**src/rtl/adder_7b_reg.sv**
```systemverilog
// rtl/adder_7b_reg.sv - registered ripple-carry two's-complement adder
// Sum, carry and signed-overflow flags are captured only on qualified input cycles.
module adder_7b_reg #(
  parameter int WIDTH = 7
) (
  input  logic             clk,
  input  logic             rst,
  input  logic             in_valid,
  input  logic [WIDTH-1:0] A,
  input  logic [WIDTH-1:0] B,
  input  logic             Cin,
  output logic [WIDTH-1:0] S,
  output logic             overflow,
  output logic             cout,
  output logic             out_valid
);

  logic [WIDTH:0]   c;
  logic [WIDTH-1:0] sum;

  assign c[0] = Cin;

  for (genvar i = 0; i < WIDTH; i++) begin : g_fa
    assign sum[i]   = A[i] ^ B[i] ^ c[i];
    assign c[i+1]   = (A[i] & B[i]) | (c[i] & (A[i] ^ B[i]));
  end

  // Result registers hold across idle cycles; only the valid flag tracks in_valid.
  always_ff @(posedge clk or posedge rst) begin
    if (rst) begin
      S         <= '0;
      overflow  <= 1'b0;
      cout      <= 1'b0;
      out_valid <= 1'b0;
    end else begin
      out_valid <= in_valid;
      if (in_valid) begin
        S        <= sum;
        cout     <= c[WIDTH];
        overflow <= c[WIDTH] ^ c[WIDTH-1];
      end
    end
  end

endmodule

```
**config.mk**
```make
export PLATFORM = sky130hd
export DESIGN_NAME = adder_7b_reg
export DESIGN_NICKNAME = d
export VERILOG_FILES = /design/src/rtl/adder_7b_reg.sv
export SDC_FILE = /design/constraint.sdc
export NUM_CORES = 1
export LEC_CHECK = 0
export ABC_AREA = 1
export BUFFER_PORTS_ARGS = -buffer_cell sky130_fd_sc_hd__buf_2
export CORE_MARGIN = 2
export CORE_UTILIZATION = 36
export DETAILED_ROUTE_END_ITERATION = 7
export GPL_ROUTABILITY_DRIVEN = 0
export PLACE_DENSITY = 0.63
export SLEW_MARGIN = 20
export SYNTH_ARGS = -nofsm -noshare
export SYNTH_HDL_FRONTEND = slang
export SYNTH_SLANG_ARGS = --single-unit
export TNS_END_PERCENT = 20
```
**constraint.sdc**
```tcl
create_clock -name clk -period 1.2 [get_ports clk]
set_clock_uncertainty 0.1 [all_clocks]
set_input_delay 0.06 -clock clk [delete_from_list [all_inputs] [get_ports clk]]
set_output_delay 0.06 -clock clk [all_outputs]
set_load 0.1 [all_outputs]
```
Word level (Yosys, flattened, before mapping):

Index checks and enable logic that the tools add are counted.
Widths: inputs -> output; s select.

* register bits: 10
* output and inout bits: 10
* word-level logic and storage cells: 40

* bitwise gates (word level): 36

Operators with widths (number)
* $xor 1x1->1: 15
* $and 1x1->1: 14
* $or 1x1->1: 7

Logic depth before layout (Yosys ltp):

* depth in word-level cells: 16
* mapped depth: 14

Worst setup path after synthesis:

Ideal clock, no wire load.

* path type: input to register
* start point: input port A[0]
* end point: register S[6]
* library setup time: 0.074 ns
* arrival time: 2.847 ns
* data required time: 1.026 ns
* path slack: -1.821 ns
* stages: 11
* cell sequence: fa_1 inv_1 fa_1 inv_1 fa_1 fa_1 fa_1 fa_1 inv_1 fa_1 o21ai_2

* word-level cells in the longest chain between the ends: 14

RTL lines
* start: declaration: line 9 `input logic [WIDTH-1:0] A,`
* $xor 1x1->1: line 25 `assign c[i+1] = (A[i] & B[i]) | (c[i] & (A[i] ^ B[i]));`
* $and 1x1->1: line 25
* $or 1x1->1 *: line 25
* $and 1x1->1 *: line 25
* $or 1x1->1 *: line 25
* $and 1x1->1 *: line 25
* $or 1x1->1 *: line 25
* $and 1x1->1 *: line 25
* $or 1x1->1 *: line 25
* $and 1x1->1 *: line 25
* $or 1x1->1 *: line 25
* $and 1x1->1 *: line 25
* $or 1x1->1 *: line 25
* $xor 1x1->1 *: line 24 `assign sum[i] = A[i] ^ B[i] ^ c[i];`
* end signal: assignment: line 38 `S <= sum;`
* end: declaration: line 12 `output logic [WIDTH-1:0] S,`

Mark *: on every way between the ends. The rest lies on a longest branch, timed or not.
A chain may end at the register's enable or synchronous reset.

Final worst setup path:

Same ends and word-level chain as after synthesis.

==> metrics.md <==
| Metric | Value |
|---|---|
| Outcome | complete, but fails checks |
| Failing checks | negative setup slack |
| Initial antenna violation count | 0 |
| Power dissipated by switching net loads | 0.687 mW |
| Antenna diodes | 0 |
| Largest net degree at the start of global routing | 13 |
| Arrival time at the worst endpoint | 2.81 ns |
| Distinct cell type count of the synthesized netlist | 9 |
| Crit path setup slack, layout | -1.52 ns |
| H-tree depth | 1 |
| Final cell count without fillers | 103 |
| Worst Setup Start Kind | input port |
| Number of max-capacitance violations reported | 0 |
| Worst-case setup slack after placement | -1.91 ns |
| Mapped Cells | 54 |
| Initial Utilization | 0.378 |
| Power share of the combinational group | 0.518 |
| Floorplan die width | 43.3 um |
| Worst Setup End Kind | flip-flop |
| Series of cell instances along the critical path | buf_2, fa_2, inv_2, fa_1, inv_1, fa_2, fa_2, fa_2, fa_2, inv_2, fa_1, o21ai_2 |
| Buffer levels on the longest clock path | 2 |
| Total CTS buffers | 3 |
| Area of the die | 0.00187 mm2 |
| Worst relative slew slack | 0.741 |
| Post-CTS setup buffers | 0 |
| Standard cell with the maximum stage delay on the critical path | fa_1 |
| Synthesized netlist net count | 79 |
| Source-to-sink clock delay at the later pin of the worst-skew pair | 0.26 ns |
| Worst-path clk slew | 0.07 ns |
| Number of synthesized register bits | 10 |
| Total routing resource utilization after global routing | 0.129 |
| Number of nets still failing antenna checks after routing | 0 |
| Period minus WS final | 2.72 ns |
| Maximum clock rate | 368 MHz |
| TritonCTS clock tree | built |
| Syn_area_per_cell | 10.3 um2 |
| First-pass GRT wire length | 1700 um |
| Yosys Warn Count | 0 |
| Clock share of power | 0.193 |
| Total routed wirelength | 974 um |
| Vias | 449 |
| Largest area contributor in the netlist | dfrtp_1 |
| Average wire per standard cell | 9.46 um |
| Internal power of the cells | 0.863 mW |
| Proportion of layout cells with a drive suffix above 1 | 0.506 |
| Netlist Area Pre-Place | 556 um2 |
| Crit-path max cell delay | 0.41 ns |
| Cell total after placement | 97 |
| Share of the clock period used by the worst path after layout | 2.26 |
| Sw Ratio | 0.443 |
| Final setup fails | 7 |
| Maximum ir drop on the vdd rail | 0.994 mV |
| Sequential power share | 0.289 |
| Boundary pin count | 28 |
| Number of optimization iterations in the first detailed-route pass | 4 |
| Top cells by area, synth | dfrtp_1, fa_1, nand2_1, inv_1, o21ai_2 |
| Count of unresolved DRC violations after routing | 0 |
| RSZ-0062 raised after global routing | yes |
| Total negative slack for setup checks | -6.80 ns |
| Pins Over Slew Limit | 0 |
| Relative area change from synthesis to final layout | 64.4% |
| Total congestion overflow | 0 |
| Transition time at the pin with the least slew margin | 0.387 ns |
| Number of failing hold endpoints at the final stage | 0 |
| Pleak | 0.477 nW |
| Via count of the first global-routing pass | 411 |
| Crit path max fanout | 2 |
| Worst setup slack for register-to-register paths | 0.43 ns |
| Share of synthesized area occupied by flip-flops and latches | 0.450 |
| Nets@finish | 113 |
| Initial DRC count | 3 |
| Path type of the worst setup path | in2reg |
| Power per unit of standard cell area | 1700 mW/mm2 |
| Hold crit path type | in2reg |
| Cell occurring most often along the worst timing path | fa_2 |
| Family with the most delay on the worst path | adder cells |
| IO Port Bufs | 27 |
| Core Area | 0.00147 mm2 |
| Top cell type's share of synthesized area | 0.450 |
| Required time worst endpoint | 1.29 ns |
| Worst path buffer plus inverter count | 4 |
| Post-DP HPWL | 834 um |
| Clock sink count | 10 |
| Via-to-Cell Ratio | 4.36 |
| Final core occ | 0.621 |
| Floorplan row count | 14 |
| Clock Root Buffer | clkbuf_4 |
| Floorplan die height | 43.3 um |
metrics by stage:
step	hold WS (ns)	cell area (um2)	total power, mW
2_1_floorplan	-0.200	563	0.938
3_3_place_gp	-0.0517	850	1.25
3_5_place_dp	-0.0458	850	1.26
4_1_cts	0.0899	908	1.57
5_1_grt	0.111	913	1.63
6_report	0.0959	913	1.55
tightest hold or removal path, delay by kind of cell:
family        cells  cell delay, ns
fa+ha+maj         1            0.18
simple gates      2            0.10
buf+inv           1            0.09
final timing paths:
check / start / cells past startpoint / to
worst max register to register: cout / 2 / cout
min in group asynchronous: rst / 3 / cout
worst min-delay path: B[3] / 4 / S[3]
worst min register to register: S[5] / 2 / S[5]
max in group asynchronous: rst / 3 / S[5]
worst max-delay path: A[0] / 12 / S[6]
cell type report:
cell class	count	area [um2]
Tap cell	16	20.0
Timing Repair Buffer	30	300
Clock buffer	4	36.3
Fill cell	124	558
Sequential cell	10	250
Multi-Input combinational cell	33	269
Inverter	10	37.5
what timing repair did:
item	CTS	global route
hold endpoints to repair	15	0
gates resized for setup	1	3
endpoints found under the setup margin	7	8
hold buffers	2	0
gates cloned	0	0
pin swaps	1	4
layer usage:
metal / wire [um] / part of all wire / GRT usage
met1: 416 / 0.43 / 0.143
met2: 487 / 0.50 / 0.212
met3: 54 / 0.055 / 0.0170
met4: 15 / 0.015 / 0.109
met5: 0 / 0 / 0
Yosys cell counts:
cell type   n
dfrtp_1    10
buf_6       1
nand2_2     1
nand2_1    21
inv_2       1
o21ai_2     3
nand3_1     1
inv_1       9
fa_1        7
flip-flops by register name, summed over array words and instances (netlist names):
name	cells
S	7
cout	1
out_valid	1
overflow	1
power by group through the flow:
stage          Combinational [mW]  Sequential (mW)  Clock, mW
2_1_floorplan               0.123            0.815          0
3_3_place_gp                0.793            0.453          0
3_5_place_dp                0.802            0.456          0
4_1_cts                     0.808            0.449      0.311
5_1_grt                     0.843            0.455      0.330
6_report                    0.803            0.448      0.299
logic make-up after synthesis:
kind of cell	count (synthesis)	share of synthesized area
AO/OA/AOI/OAI	3	0.0473
adder cells (fa/ha/maj)	7	0.252
buffers and inverters	11	0.0878
flip-flops	10	0.450
AND/OR/NAND/NOR	23	0.162
placed cells by master (no fill, tap or decap):
master,instances
nand2_1,21
buf_2,17
dfrtp_1,10
buf_12,9
inv_1,7
fa_2,5
clkbuf_4,4
inv_2,3
o21ai_2,3
fa_1,2
dlygate4sd3_1,2
nand2_2,1
nand3_1,1
clkbuf_8,1
buf_4,1
No activity file was read; power rests on OpenSTA's default activity.
